File: src/rtl/prog_loader_if.sv
// Signal bundle between prog_loader and its environment: load request, byte
// stream handshake, program-memory write port and status/checksum outputs.
interface prog_loader_if;
  logic       start;
  logic [5:0] len;
  logic       in_valid;
  logic [7:0] in_data;
  logic       in_ready;
  logic       mem_wr;
  logic [4:0] mem_addr;
  logic [7:0] mem_data;
  logic       cpu_rst;
  logic       busy;
  logic       done;
  logic       err;
  logic [7:0] checksum;

  modport master (
    output start, len, in_valid, in_data,
    input  in_ready, mem_wr, mem_addr, mem_data, cpu_rst, busy, done, err, checksum
  );

  modport slave (
    input  start, len, in_valid, in_data,
    output in_ready, mem_wr, mem_addr, mem_data, cpu_rst, busy, done, err, checksum
  );
endinterface

File: src/rtl/prog_loader.sv
// Loads a 1..32 byte program into a 32x8 CPU memory, zero-fills the rest,
// then releases the CPU from reset. Idle upstream for TIMEOUT cycles is an error.
module prog_loader #(
  parameter int TIMEOUT = 255
) (
  input  logic         clk,
  input  logic         rst,
  prog_loader_if.slave bus
);

  localparam int IDLE_W = (TIMEOUT < 2) ? 1 : $clog2(TIMEOUT + 1);
  localparam logic [IDLE_W-1:0] IDLE_LIMIT = IDLE_W'(TIMEOUT - 1);

  typedef enum logic [2:0] {
    ST_IDLE  = 3'd0,
    ST_LOAD  = 3'd1,
    ST_CLEAR = 3'd2,
    ST_RUN   = 3'd3,
    ST_ERR   = 3'd4
  } state_t;

  state_t            state_r, state_s;
  logic [5:0]        len_r, len_s;
  logic [5:0]        byte_cnt_r, byte_cnt_s;
  logic [IDLE_W-1:0] idle_cnt_r, idle_cnt_s;
  logic [7:0]        checksum_r, checksum_s;
  logic              accept_s;
  logic              wr_s;
  logic [4:0]        wr_addr_s;
  logic [7:0]        wr_data_s;

  logic              mem_wr_r;
  logic [4:0]        mem_addr_r;
  logic [7:0]        mem_data_r;
  logic              in_ready_r;
  logic              busy_r;
  logic              done_r;
  logic              err_r;
  logic              cpu_rst_r;

  function automatic logic len_legal(input logic [5:0] l);
    return (l != 6'd0) && (l <= 6'd32);
  endfunction

  // Next-state, counter, checksum and memory-write request logic
  always_comb begin
    state_s    = state_r;
    len_s      = len_r;
    byte_cnt_s = byte_cnt_r;
    idle_cnt_s = idle_cnt_r;
    checksum_s = checksum_r;
    wr_s       = 1'b0;
    wr_addr_s  = mem_addr_r;
    wr_data_s  = mem_data_r;
    // in_ready_r is only ever high while in LOAD
    accept_s   = in_ready_r && bus.in_valid;

    case (state_r)
      ST_IDLE, ST_RUN, ST_ERR: begin
        if (bus.start) begin
          if (len_legal(bus.len)) begin
            state_s    = ST_LOAD;
            len_s      = bus.len;
            byte_cnt_s = 6'd0;
            idle_cnt_s = {IDLE_W{1'b0}};
            checksum_s = 8'h00;
          end else begin
            state_s = ST_ERR;
          end
        end else begin
          state_s = state_r;
        end
      end

      ST_LOAD: begin
        if (accept_s) begin
          wr_s       = 1'b1;
          wr_addr_s  = byte_cnt_r[4:0];
          wr_data_s  = bus.in_data;
          checksum_s = checksum_r + bus.in_data;
          byte_cnt_s = byte_cnt_r + 6'd1;
          idle_cnt_s = {IDLE_W{1'b0}};
          if ((byte_cnt_r + 6'd1) == len_r) begin
            state_s = (len_r == 6'd32) ? ST_RUN : ST_CLEAR;
          end else begin
            state_s = ST_LOAD;
          end
        end else if (idle_cnt_r == IDLE_LIMIT) begin
          // this idle cycle is the TIMEOUT-th in a row
          state_s = ST_ERR;
        end else begin
          idle_cnt_s = idle_cnt_r + IDLE_W'(1);
        end
      end

      ST_CLEAR: begin
        wr_s       = 1'b1;
        wr_addr_s  = byte_cnt_r[4:0];
        wr_data_s  = 8'h00;
        byte_cnt_s = byte_cnt_r + 6'd1;
        if (byte_cnt_r == 6'd31) begin
          state_s = ST_RUN;
        end else begin
          state_s = ST_CLEAR;
        end
      end

      default: begin
        state_s = ST_IDLE;
      end
    endcase
  end

  // State, length, counter and checksum registers
  always_ff @(posedge clk or posedge rst) begin
    if (rst) begin
      state_r    <= ST_IDLE;
      len_r      <= 6'd0;
      byte_cnt_r <= 6'd0;
      idle_cnt_r <= {IDLE_W{1'b0}};
      checksum_r <= 8'h00;
    end else begin
      state_r    <= state_s;
      len_r      <= len_s;
      byte_cnt_r <= byte_cnt_s;
      idle_cnt_r <= idle_cnt_s;
      checksum_r <= checksum_s;
    end
  end

  // Registered outputs; cpu_rst stays high on the cycle a restart leaves RUN
  always_ff @(posedge clk or posedge rst) begin
    if (rst) begin
      mem_wr_r   <= 1'b0;
      mem_addr_r <= 5'd0;
      mem_data_r <= 8'h00;
      in_ready_r <= 1'b0;
      busy_r     <= 1'b0;
      done_r     <= 1'b0;
      err_r      <= 1'b0;
      cpu_rst_r  <= 1'b1;
    end else begin
      mem_wr_r   <= wr_s;
      mem_addr_r <= wr_addr_s;
      mem_data_r <= wr_data_s;
      in_ready_r <= (state_s == ST_LOAD);
      busy_r     <= (state_s == ST_LOAD) || (state_s == ST_CLEAR);
      done_r     <= (state_s == ST_RUN);
      err_r      <= (state_s == ST_ERR);
      cpu_rst_r  <= !((state_r == ST_RUN) && (state_s == ST_RUN));
    end
  end

  assign bus.in_ready = in_ready_r;
  assign bus.mem_wr   = mem_wr_r;
  assign bus.mem_addr = mem_addr_r;
  assign bus.mem_data = mem_data_r;
  assign bus.cpu_rst  = cpu_rst_r;
  assign bus.busy     = busy_r;
  assign bus.done     = done_r;
  assign bus.err      = err_r;
  assign bus.checksum = checksum_r;

endmodule

File: src/flat_wrapper.sv
// flat-port wrapper written by rule: the top's interface ports become plain ports
module prog_loader_flat 
#(
  parameter int TIMEOUT = 255
)
  (clk, rst, bus_start, bus_len, bus_in_valid, bus_in_data, bus_in_ready, bus_mem_wr, bus_mem_addr, bus_mem_data, bus_cpu_rst, bus_busy, bus_done, bus_err, bus_checksum);
  prog_loader_if bus_i ();
  input  logic clk;
  input  logic rst;
  input wire logic [$bits(bus_i.start)-1:0] bus_start;
  input wire logic [$bits(bus_i.len)-1:0] bus_len;
  input wire logic [$bits(bus_i.in_valid)-1:0] bus_in_valid;
  input wire logic [$bits(bus_i.in_data)-1:0] bus_in_data;
  output wire logic [$bits(bus_i.in_ready)-1:0] bus_in_ready;
  output wire logic [$bits(bus_i.mem_wr)-1:0] bus_mem_wr;
  output wire logic [$bits(bus_i.mem_addr)-1:0] bus_mem_addr;
  output wire logic [$bits(bus_i.mem_data)-1:0] bus_mem_data;
  output wire logic [$bits(bus_i.cpu_rst)-1:0] bus_cpu_rst;
  output wire logic [$bits(bus_i.busy)-1:0] bus_busy;
  output wire logic [$bits(bus_i.done)-1:0] bus_done;
  output wire logic [$bits(bus_i.err)-1:0] bus_err;
  output wire logic [$bits(bus_i.checksum)-1:0] bus_checksum;
  assign bus_i.start = bus_start;
  assign bus_i.len = bus_len;
  assign bus_i.in_valid = bus_in_valid;
  assign bus_i.in_data = bus_in_data;
  assign bus_in_ready = bus_i.in_ready;
  assign bus_mem_wr = bus_i.mem_wr;
  assign bus_mem_addr = bus_i.mem_addr;
  assign bus_mem_data = bus_i.mem_data;
  assign bus_cpu_rst = bus_i.cpu_rst;
  assign bus_busy = bus_i.busy;
  assign bus_done = bus_i.done;
  assign bus_err = bus_i.err;
  assign bus_checksum = bus_i.checksum;
  prog_loader #(.TIMEOUT(TIMEOUT)) u_core (.clk(clk), .rst(rst), .bus(bus_i));
endmodule
File: config.mk
export PLATFORM = sky130hd
export DESIGN_NAME = prog_loader_flat
export DESIGN_NICKNAME = d
export VERILOG_FILES = /design/src/rtl/prog_loader_if.sv /design/src/rtl/prog_loader.sv /design/src/flat_wrapper.sv
export SDC_FILE = /design/constraint.sdc
export NUM_CORES = 1
export LEC_CHECK = 0
export CORE_ASPECT_RATIO = 0.75
export CORE_MARGIN = 5
export CORE_UTILIZATION = 57
export DETAILED_ROUTE_END_ITERATION = 16
export PLACE_DENSITY = 0.91
export SLEW_MARGIN = 30
export SYNTH_ARGS = -nofsm -noshare
export SYNTH_HDL_FRONTEND = slang
export SYNTH_SLANG_ARGS = --single-unit
export TNS_END_PERCENT = 100
File: constraint.sdc
create_clock -name clk -period 5.1 [get_ports clk]
set_input_delay 1.02 -clock clk [delete_from_list [all_inputs] [get_ports clk]]
set_output_delay 1.02 -clock clk [all_outputs]
set_load 0.005 [all_outputs]
== Word-level counts from Yosys, hierarchy flattened ==
Index checks and enable logic that the tools add are counted.

* Register bits: 50
* Input bits: 18
* Output and inout port bits: 27
* Word-level logic and storage cells: 74

* $add $sub $neg: 3
* $lt $le $gt $ge: 1
* Eq/ne operators: 16
* Multiplexer cells: 25
* Reduce and logical (&&, ||, !) cells: 16

{| class="wikitable"
|+ Operators by type and width
! cell !! number
|-
| two-way mux 8 bit || 6
|-
| one-hot mux 8 bit (2 select lines) || 3
|-
| two-way mux 6 bit || 3
|-
| one-hot mux 6 bit (3 select lines) || 1
|-
| two-way mux 3 bit || 5
|-
| == test 3 x 2 -> 1 bit, second input constant || 4
|-
| AND reduction 4 bit || 3
|-
| one-hot mux 5 bit (2 select lines) || 1
|-
| one-hot mux 3 bit (3 select lines) || 1
|-
| adder 8 x 1 -> 8 bit, second input constant || 1
|-
| adder 8 bit || 1
|-
| == test 8 bit, second input constant || 1
|-
| adder 6 x 1 -> 6 bit, second input constant || 1
|-
| == test 3 x 1 -> 1 bit, second input constant || 2
|-
| == test 3 bit, second input constant || 2
|-
| == test 6 x 5 -> 1 bit, second input constant || 1
|-
| == test 6 bit || 1
|-
| == test 6 bit, second input constant || 1
|-
| <= comparator 6 bit, second input constant || 1
|-
| nonzero test 6 bit || 1
|-
| two-way mux 5 bit || 1
|-
| inequality test 2 x 1 -> 1 bit, second input constant || 2
|-
| nonzero test 2 bit || 2
|-
| logical AND 1 bit || 3
|-
| 11 further kinds || 13
|}

== Longest topological paths before layout ==
Gate-level depths: netlist of run 1.

* Word-level depth: 8
* Mapped depth: 8
* Depth with buffers taken out: 8

== Worst setup path before layout of run 1 ==
Ideal clock, no wire load.

* Path type: input-to-reg
* Start point: in bus_len[0]
* End point: reg u_core.byte_cnt_r[4]
* Setup time: 124 ps
* Arrival time: 2929 ps
* Required time: 4976 ps
* Slack: 2047 ps
* Stages on the path: 6
* Path buffers: 0
* Cell sequence: or4_4 o21a_1 or3_1 a21o_1 a221o_2 a211o_1

* Word-level cells in the longest chain between the ends: 4
* Elaborated cells on any way between the ends: 5
* Those cells by class: order compare (1); eq/ne (1); reduce/logical (3)

{| class="wikitable"
|+ Ends and longest elaborated chain
! item !! line !! RTL
|-
| from (decl) || flat_wrapper.sv:11 || <nowiki>input wire logic [$bits(bus_i.len)-1:0] bus_len;</nowiki>
|-
| <= comparator 6 bit or nonzero test 6 bit (tied branches) || prog_loader.sv:42 || <nowiki>return (l != 6'd0) && (l <= 6'd32);</nowiki>
|-
| logical AND 1 bit * || prog_loader.sv:42 ||
|-
| inequality test 2 x 1 -> 1 bit (no line) * || -- ||
|-
| AND reduction 4 bit (no line) * || -- ||
|-
| to (signal assigned) || prog_loader.sv:125 || <nowiki>byte_cnt_r <= byte_cnt_s;</nowiki>
|-
| to (decl) || prog_loader.sv:24 || <nowiki>logic [5:0] byte_cnt_r, byte_cnt_s;</nowiki>
|}

Mark *: on every way between the ends. The rest lies on a longest branch, timed or not.
A chain may end at the register's enable or synchronous reset.

== Worst setup path in the final report of run 1 ==
* Start point: in bus_len[0]
* End point: reg u_core.checksum_r[5] (netlist: u_core.bus.checksum[5])

* Word-level cells in the longest chain between the ends: 4
* Elaborated cells on any way between the ends: 5
* Those cells by class: order compare (1); eq/ne (1); reduce/logical (3)

{| class="wikitable"
|+ Ends and longest elaborated chain
! item !! line !! RTL
|-
| <= comparator 6 bit or nonzero test 6 bit (tied branches) || prog_loader.sv:42 ||
|-
| logical AND 1 bit * || prog_loader.sv:42 ||
|-
| inequality test 2 x 1 -> 1 bit (no line) * || -- ||
|-
| AND reduction 4 bit (no line) * || -- ||
|-
| to (signal assigned) || prog_loader.sv:127 || <nowiki>checksum_r <= checksum_s;</nowiki>
|-
| to (decl) || prog_loader.sv:26 || <nowiki>logic [7:0] checksum_r, checksum_s;</nowiki>
|}

Marked as above.

==> impl_metrics.csv, run 1 <==
group,metric,value,unit
final_layout,final_common_cell,"dfrtp_1",
global_routing,grt_max_degree,51,
final_layout,multi_input_area,0.00135,mm²
yosys,netlist_area,0.00265,mm²
clock_tree,cts_resized,0,
floorplanning,ios,45,
yosys,synth_area_leader_cell,"dfrtp_1",
floorplanning,fp.coreArea,0.00449,mm²
place,routabilityCongestion,0.799,
sta,timing.fmax,300,MHz
pwr,power_density,516,mW/mm²
sta,finalCriticalPeriod,3330,ps
pwr,ir_drop,0.292,mV
sta,finalHoldViolations,0,
route,wl,6300,µm
global_routing,grt.overflow.total,0,
yosys,ys.flop_type,"dfrtp_1",
yosys,netlist_instances,263,
critical_path,startpoint_type,"input port",
route,drc,0,
sta,report.final.setup_viol,0,
route,drtAntennaViolNets,0,
sta,slew_headroom,0.500,
sta,fin_skew,12.6,ps
clock_tree,insertion_delay,310,ps
floorplanning,start_util,0.590,
final_layout,fin_nets,337,
yosys,yosys_warnings,0,
sta,holdWs,506,ps
clock_tree,cts_buffers,5,
floorplanning,rows,21,
floorplanning,die_h,69.1,µm
critical_path,endpoint_kind,"register",
clock_tree,cts_tree,"done",
place,port_buffers,44,
final_layout,layout_common_cells,"dfrtp_1 (49), clkdlybuf4s50_1 (44), nand2_1 (30), a21oi_1 (19), o21ai_0 (13)",
clock_tree,clk_pin_slew_worst_paths,100,ps
clock_tree,postCtsSetupBuffers,0,
final_layout,nFillCells,303,
global_routing,antenna_found_initial,0,
clock_tree,clock-sinks,50,
yosys,yosysUniqueCellTypes,48,
route,drt_iter0_markers,242,
global_routing,track_usage,0.216,
global_routing,grt_pass1_vias,2041,
clock_tree,cts-root-buf,"clkbuf_8",
yosys,yosys-top-cells-area,"dfrtp_1 (46%), mux2_2 (5.1%), ha_1 (4.7%), nand2_1 (4.2%), a21oi_1 (3.8%)",
min_path,worstHoldPathType,"register to register",
final_layout,drive_gt1_frac,0.104,
sta,setup-tns-final,0,ps
yosys,syn_avg_cell_area,10.1,µm²
place,dp_slack,1440,ps
clock_tree,htree_levels,2,
final_layout,syn_to_final_growth,22.6,%
global_routing,grt_pass1_wl,10300,µm
yosys,synth_edf_count,0,
sta,fin_crit_sh,0.653,
job,maxCapViolCount,0,
sta,worst_slack,1770,ps
route,vias_per_cell,6.06,
final_layout,regArea,0.00125,mm²
route,via_count,2217,
route,drt-wirelength-per-cell,17.2,µm
route,dr.pass1.iters,5,
critical_path,path_class,"input port to register",
final_layout,antenna_cells,0,
clock_tree,cts_hold_buf,0,
yosys,async_reset_ff_frac,1.00,
clock_tree,clk_path_buf_depth,2,
sta,tightest_slew,748,ps
yosys,seq_area_frac_synth,0.472,
critical_path,cp.arrival,3530,ps
place,dp.final_hpwl,4620,µm
floorplanning,die-area,0.00613,mm²
pwr,p_leak,1.48,nW
sta,drv_slew,0,
critical_path,worstPathRequired,5300,ps
sta,rsz0062_at_grt,"false",
yosys,synth_top_area_share,0.462,
status,outcome,"completed",
yosys,synth_seq_cells,50,
yosys,synth_nets,292,
floorplanning,fp.dieW,88.8,µm
critical_path,cp_max_fo,14,
## path summary, 6_finish.rpt
kind | from | endpoint | slack [ps] | depth (start not counted)
max | bus_len[0] | u_core.bus.checksum[5] | 1770 | 8
min | u_core.idle_cnt_r[4] | u_core.idle_cnt_r[4] | 510 | 1
max reg2reg | u_core.state_r[0] | u_core.byte_cnt_r[4] | 2610 | 6
min reg2reg | u_core.idle_cnt_r[4] | u_core.idle_cnt_r[4] | 510 | 1
max in group asynchronous | rst | u_core.idle_cnt_r[0] | 3540 | 2
min in group asynchronous | rst | u_core.bus.in_ready | 1130 | 2
## registers in the layout, indices dropped and copies added (netlist names)
signal,cells
u_core.len_r,6
u_core.bus.mem_addr,5
u_core.bus.mem_wr,1
u_core.state_r,3
u_core.bus.busy,1
u_core.bus.cpu_rst,1
u_core.bus.in_ready,1
u_core.bus.checksum,8
u_core.bus.err,1
u_core.bus.done,1
u_core.idle_cnt_r,8
u_core.bus.mem_data,8
u_core.byte_cnt_r,6
## logic make-up after synthesis
group                      Yosys count  synth area share
DFF                                 50             0.472
xor gates and xnor gates            14            0.0514
AOI/OAI and AO/OA                   70             0.174
muxes                               12            0.0510
buffers and inverters               14            0.0198
adders and majority gates           11            0.0547
and+or+nand+nor                     92             0.177
## metal layers
metal  part of all wire  vias to the layer above  track usage
li1                   -                     1055            -
met1               0.46                     1060        0.325
met2               0.45                       89        0.311
met3              0.069                       13       0.0429
met4              0.020                        0       0.0705
met5                  0                        -            0
## stage by stage
stage                util  cells  total power, mW  cell area [µm²]
finish              0.723    366             1.68             3250
global route        0.723    366             1.81             3250
CTS                 0.722    366             1.68             3250
detailed placement  0.701    358             1.43             3150
global placement    0.701    358             1.39             3150
floorplan               -    263             1.12             2650
## cell usage after synthesis (all sizes together) (3+ instances only)
master / count
nand2: 30
dfrtp: 49
clkbuf: 8
nor3: 10
nor2: 11
a21o: 8
a31oi: 5
nand3: 11
ha: 10
inv: 6
o21a: 3
a22o: 4
mux2: 12
xnor2: 7
a21oi: 20
o21ai: 13
nor3b: 3
and3: 6
nor2b: 5
xor2: 6
## power by group
group / total, mW / leakage [nW] / internal, mW / switching, mW
Combinational: 0.771 / 0.776 / 0.414 / 0.358
Sequential: 0.665 / 0.653 / 0.528 / 0.137
Clock: 0.241 / 0.0472 / 0.109 / 0.132
## area by class of cell
| type | instances | area share |
|---|---|---|
| tap | 57 | 0.0219 |
| multi-input combinational | 199 | 0.415 |
| sequential | 50 | 0.385 |
| clock inverter | 2 | 0.00385 |
| timing repair buffer | 46 | 0.140 |
| clock buffer | 6 | 0.0254 |
| inverter | 6 | 0.00770 |
## worst max-delay path: stages
cell and delay (ps):
clkdlybuf4s50_1 420, or4_4 540, o21a_1 210, nor3_1 400, a221oi_1 170, buf_4 210, or2_2 330, a22o_1 240
Power figures use the tool's default switching activity.
==> inputs of run 2 (changes only) <==
--- a/config.mk
+++ b/config.mk
@@ -7,9 +7,9 @@
 export LEC_CHECK = 0
 export CORE_ASPECT_RATIO = 0.75
 export CORE_MARGIN = 5
-export CORE_UTILIZATION = 57
+export CORE_UTILIZATION = 48
 export DETAILED_ROUTE_END_ITERATION = 16
-export PLACE_DENSITY = 0.91
+export PLACE_DENSITY = 0.82
 export SLEW_MARGIN = 30
 export SYNTH_ARGS = -nofsm -noshare
 export SYNTH_HDL_FRONTEND = slang
==> constraint.sdc (replaced) <==
create_clock -name clk -period 2.9 [get_ports clk]
set_input_delay 0.58 -clock clk [delete_from_list [all_inputs] [get_ports clk]]
set_output_delay 0.58 -clock clk [all_outputs]
set_load 0.005 [all_outputs]
==> run 2 against run 1 <==
Clock skew up 5.9 ps. Final cell count up 8.5%. Wire length down 5.4%. Core utilization down 9.4 points. Worst setup slack worse by 1700 ps. First-iteration DRC count down 62%. Worst hold slack worse by 2.5 ps. Highest routed layer unchanged. Power up 78%. Register-to-register slack worse by 2000 ps.
==> impl_metrics.csv, run 2 (same netlist as run 1, synthesis figures left out) <==
group,metric,value,unit
final_layout,final_common_cell,"dfrtp_1",
place,dp_slack,-244,ps
clock_tree,insertion_delay,310,ps
final_layout,fin_nets,350,
floorplanning,die-area,0.00713,mm²
critical_path,worstPathRequired,3110,ps
pwr,power,2.99,mW
sta,fin_skew,18.5,ps
critical_path,startpoint_type,"input port",
status,outcome,"completed",
route,drtAntennaViolNets,0,
clock_tree,cts_buffers,5,
clock_tree,cts-root-buf,"clkbuf_8",
route,vias_per_cell,5.52,
floorplanning,die_h,74.4,µm
sta,fin_crit_sh,0.966,
route,drt-wirelength-per-cell,15.0,µm
sta,tightest_slew,619,ps
global_routing,grt_pass1_wl,9980,µm
sta,report.final.setup_viol,0,
floorplanning,ios,45,
clock_tree,cts_resized,0,
clock_tree,htree_levels,2,
route,wl,5960,µm
global_routing,grt.overflow.total,0,
clock_tree,cts_tree,"done",
pwr,switching_share,0.364,
sta,drv_slew,0,
critical_path,cp.arrival,3010,ps
clock_tree,cts_hold_buf,0,
final_layout,drive_gt1_frac,0.137,
critical_path,path_class,"input port to register",
sta,finalCriticalPeriod,2800,ps
pwr,ir_drop,0.307,mV
clock_tree,clk_path_buf_depth,2,
pwr,p_int,1.90,mW
final_layout,antenna_cells,0,
pwr,combPwrFrac,0.469,
critical_path,endpoint_kind,"register",
sta,worst_slack,98.1,ps
floorplanning,start_util,0.495,
place,place_inst,389,
place,place_area,0.00327,mm²
final_layout,syn_to_final_growth,27.0,%
global_routing,grt_max_degree,51,
critical_path,path_cells,"clkdlybuf4s50_1, or4_4, o21a_1, or3_1, a21o_1, a221o_2, a211o_1",
critical_path,cp_max_fo,4,
min_path,worstHoldPathType,"register to register",
critical_path,cp_slowest_cell,"or4_4",
floorplanning,fp.coreArea,0.00535,mm²
pwr,power_density,887,mW/mm²
global_routing,antenna_found_initial,0,
sta,slew_headroom,0.588,
place,routabilityCongestion,0.882,
pwr,p_leak,1.54,nW
final_layout,post-route-cell-area,0.00337,mm²
global_routing,track_usage,0.181,
sta,rsz0062_at_grt,"false",
floorplanning,rows,23,
floorplanning,fp.dieW,95.8,µm
global_routing,grt_pass1_vias,2149,
final_layout,layout_common_cells,"dfrtp_1 (49), clkdlybuf4s50_1 (44), nand2_1 (30), a21oi_1 (20), buf_4 (15)",
clock_tree,clock-sinks,50,
pwr,p_sw,1.09,mW
job,maxCapViolCount,0,
route,via_count,2192,
place,dp.final_hpwl,4510,µm
final_layout,layout.cells.non_filler,397,
clock_tree,clk_pin_slew_worst_paths,100,ps
sta,timing.fmax,357,MHz
critical_path,slowest_delay,540,ps
pwr,p_seq_frac,0.387,
sta,finalHoldViolations,0,
route,dr.pass1.iters,4,
place,port_buffers,44,
clock_tree,postCtsSetupBuffers,0,
route,drc,0,
pwr,pwr-share-clk,0.144,
route,drt_iter0_markers,91,
run 2: area by class of cell:
cell class                 instances  area, µm²
fill                             446       1980
inverter                           6       22.5
clock inverter                     2       17.5
timing repair buffer              59        553
sequential                        50       1250
clock buffer                       6       82.6
tap                               75       93.8
multi-input combinational        199       1350
run 2: worst max-delay path: cells and delay by family:
kind / cells / cell delay (ps)
buf+inv: 1 / 420
simple gates: 2 / 930
compound gates: 4 / 1070
run 2: power groups by stage:
stage / clock [mW] / sequential (mW) / combinational, mW
3_3_place_gp: 0 / 1.16 / 1.36
2_1_floorplan: 0 / 1.11 / 0.858
3_5_place_dp: 0 / 1.17 / 1.40
6_report: 0.431 / 1.16 / 1.40
4_1_cts: 0.443 / 1.15 / 1.41
5_1_grt: 0.471 / 1.19 / 1.55
run 2: worst paths after layout:
check	end	slack, ps	cells past startpoint	start
setup / recovery	u_core.byte_cnt_r[4]	100	7	bus_len[0]
hold / removal	u_core.idle_cnt_r[4]	500	1	u_core.idle_cnt_r[4]
setup reg to reg	u_core.byte_cnt_r[4]	620	7	u_core.state_r[0]
hold reg to reg	u_core.idle_cnt_r[4]	500	1	u_core.idle_cnt_r[4]
max in group asynchronous	u_core.len_r[5]	1730	3	rst
min in group asynchronous	u_core.bus.mem_addr[4]	740	3	rst
run 2: layer usage:
layer,global-route usage,share of wire,vias to the layer above
li1,-,-,1079
met1,0.251,0.47,1053
met2,0.287,0.46,49
met3,0.0334,0.056,11
met4,0.0615,0.017,0
met5,0,0,-
run 2: through the flow:
| step | hold slack, ps | TNS [ps] | utilization |
|---|---|---|---|
| final | 504 | 0 | 0.629 |
| after global routing | 524 | 0 | 0.629 |
| after CTS | 508 | 0 | 0.629 |
| after detailed placement | 488 | -1350 | 0.611 |
| after global placement | 472 | -886 | 0.611 |
| after floorplan | 453 | 0 | - |
==> inputs of run 3 (changes only) <==
--- a/config.mk
+++ b/config.mk
@@ -9,7 +9,8 @@
 export CORE_MARGIN = 5
 export CORE_UTILIZATION = 48
 export DETAILED_ROUTE_END_ITERATION = 16
-export PLACE_DENSITY = 0.82
+export GPL_TIMING_DRIVEN = 0
+export PLACE_DENSITY = 0.76
 export SLEW_MARGIN = 30
 export SYNTH_ARGS = -nofsm -noshare
 export SYNTH_HDL_FRONTEND = slang
==> run 3 against run 2 <==
Final area shrank 1.3%. Worst setup slack got worse by 42 ps. Worst hold slack worse by 6.1 ps. Non-clock buffer count decreased by 5. Global-route usage unchanged. Largest cell class unchanged.
==> impl_metrics.csv, run 3 (same netlist as run 1, synthesis figures left out) <==
group,metric,value,unit
final_layout,antenna_cells,0,
floorplanning,rows,23,
final_layout,layout_common_cells,"dfrtp_1 (49), clkdlybuf4s50_1 (44), nand2_1 (30), a21oi_1 (20), o21ai_0 (13)",
floorplanning,start_util,0.495,
critical_path,endpoint_kind,"register",
critical_path,cp_max_fo,4,
critical_path,path_class,"input port to register",
final_layout,nFillCells,486,
critical_path,path_buf_inv,1,
clock_tree,insertion_delay,310,ps
final_layout,fin_nets,345,
clock_tree,cts_hold_buf,0,
floorplanning,die_h,74.4,µm
critical_path,path_cells,"clkdlybuf4s50_1, or4_4, o21a_1, or3_1, a21o_1, a221o_2, a211o_1",
clock_tree,clock-sinks,50,
place,port_buffers,44,
global_routing,grt_pass1_wl,9850,µm
route,met2WireLength,2680,µm
sta,slew_headroom,0.556,
clock_tree,cts-root-buf,"clkbuf_8",
route,via_count,2152,
clock_tree,clk_pin_slew_worst_paths,90,ps
floorplanning,die-area,0.00713,mm²
route,wl_met1,2940,µm
sta,holdWs,497,ps
critical_path,cp_slowest_cell,"or4_4",
sta,timing.fmax,352,MHz
route,drc,0,
critical_path,startpoint_type,"input port",
floorplanning,ios,45,
global_routing,grt_pass1_vias,1992,
sta,finalCriticalPeriod,2840,ps
route,dr.pass1.iters,4,
route,vias_per_cell,5.49,
floorplanning,fp.coreArea,0.00535,mm²
pwr,ir_drop,0.364,mV
sta,rsz0062_at_grt,"false",
sta,fin_crit_sh,0.981,
final_layout,final_common_cell,"dfrtp_1",
sta,finalHoldViolations,0,
critical_path,slowest_delay,540,ps
global_routing,track_usage,0.181,
floorplanning,fp.dieW,95.8,µm
clock_tree,clk_path_buf_depth,2,
route,drt-wirelength-per-cell,15.3,µm
route,drtAntennaViolNets,0,
clock_tree,cts_tree,"done",
clock_tree,cts_buffers,5,
pwr,p_leak,1.49,nW
global_routing,grt_max_degree,51,
critical_path,worstPathRequired,3100,ps
pwr,power_density,913,mW/mm²
final_layout,layout.cells.non_filler,392,
place,dp.final_hpwl,4520,µm
job,maxCapViolCount,0,
sta,fin_skew,8.77,ps
sta,drv_slew,0,
place,place_inst,382,
sta,tightest_slew,662,ps
global_routing,antenna_found_initial,0,
clock_tree,htree_levels,2,
final_layout,syn_to_final_growth,25.4,%
sta,worst_slack,56.1,ps
place,dp_slack,-519,ps
route,wl_met3,301,µm
route,wl,6010,µm
final_layout,post-route-cell-area,0.00332,mm²
critical_path,path_delay_family,"compound AO/OA/AOI/OAI gates",
sta,report.final.setup_viol,0,
place,routabilityCongestion,0.810,
critical_path,cp.arrival,3050,ps
min_path,worstHoldPathType,"register to register",
status,outcome,"completed",
route,drt_iter0_markers,155,
route,top_layer,"met4",
place,place_area,0.00319,mm²
global_routing,grt.overflow.total,0,
final_layout,drive_gt1_frac,0.104,
## run 3: metal layers
layer,global-route usage,up-vias
met1,0.266,1028
met4,0.0584,0
met5,0,-
met2,0.270,55
li1,-,1062
met3,0.0334,7
## run 3: worst register-to-register path: cells and delay by family, from the launching register on
family                 cells  cell delay (ps)
flip-flops                 1              340
AND/OR/NAND/NOR            2              880
buffers and inverters      2              840
multiplexers               1              400
AO/OA/AOI/OAI              1              130
## run 3: final cells by class
| type | count | area [µm²] | share of cell area |
|---|---|---|---|
| Tap cell | 75 | 93.8 | 0.0282 |
| Timing Repair Buffer | 46 | 455 | 0.137 |
| Multi-Input combinational cell | 199 | 1350 | 0.407 |
| Buffer | 8 | 31.3 | 0.00941 |
| Clock inverter | 3 | 45.0 | 0.0135 |
| Sequential cell | 50 | 1250 | 0.377 |
| Clock buffer | 5 | 68.8 | 0.0207 |
| Inverter | 6 | 25.0 | 0.00753 |
## run 3: final timing paths
kind / from / end / slack [ps] / cells past startpoint
max: bus_len[0] / u_core.byte_cnt_r[4] / 60 / 7
min: u_core.idle_cnt_r[4] / u_core.idle_cnt_r[4] / 500 / 1
max reg2reg: u_core.state_r[1] / u_core.bus.mem_addr[0] / 200 / 6
min reg2reg: u_core.idle_cnt_r[4] / u_core.idle_cnt_r[4] / 500 / 1
max in group asynchronous: rst / u_core.idle_cnt_r[1] / 1800 / 2
min in group asynchronous: rst / u_core.bus.mem_data[7] / 690 / 2
## run 3: report_power, final
part           internal, mW  switching (mW)  total, mW
combinational         0.744           0.657       1.40
clock                 0.257           0.241      0.498
sequential            0.929           0.207       1.14
## run 3: repair_timing
action / 4_1_cts / 5_1_grt
gates resized for setup: 1 / 2
buffers inserted: 0 / 2
cloned: 0 / 0
endpoints found under the setup margin: 10 / 10
pin swaps: 0 / 1
## run 3: stage by stage
step	total power, mW	utilization	setup TNS (ps)
floorplan	1.97	-	0
global placement	2.46	0.595	-6050
detailed placement	2.52	0.596	-7580
CTS	3.02	0.618	0
global route	3.26	0.621	0
finish	3.03	0.621	0
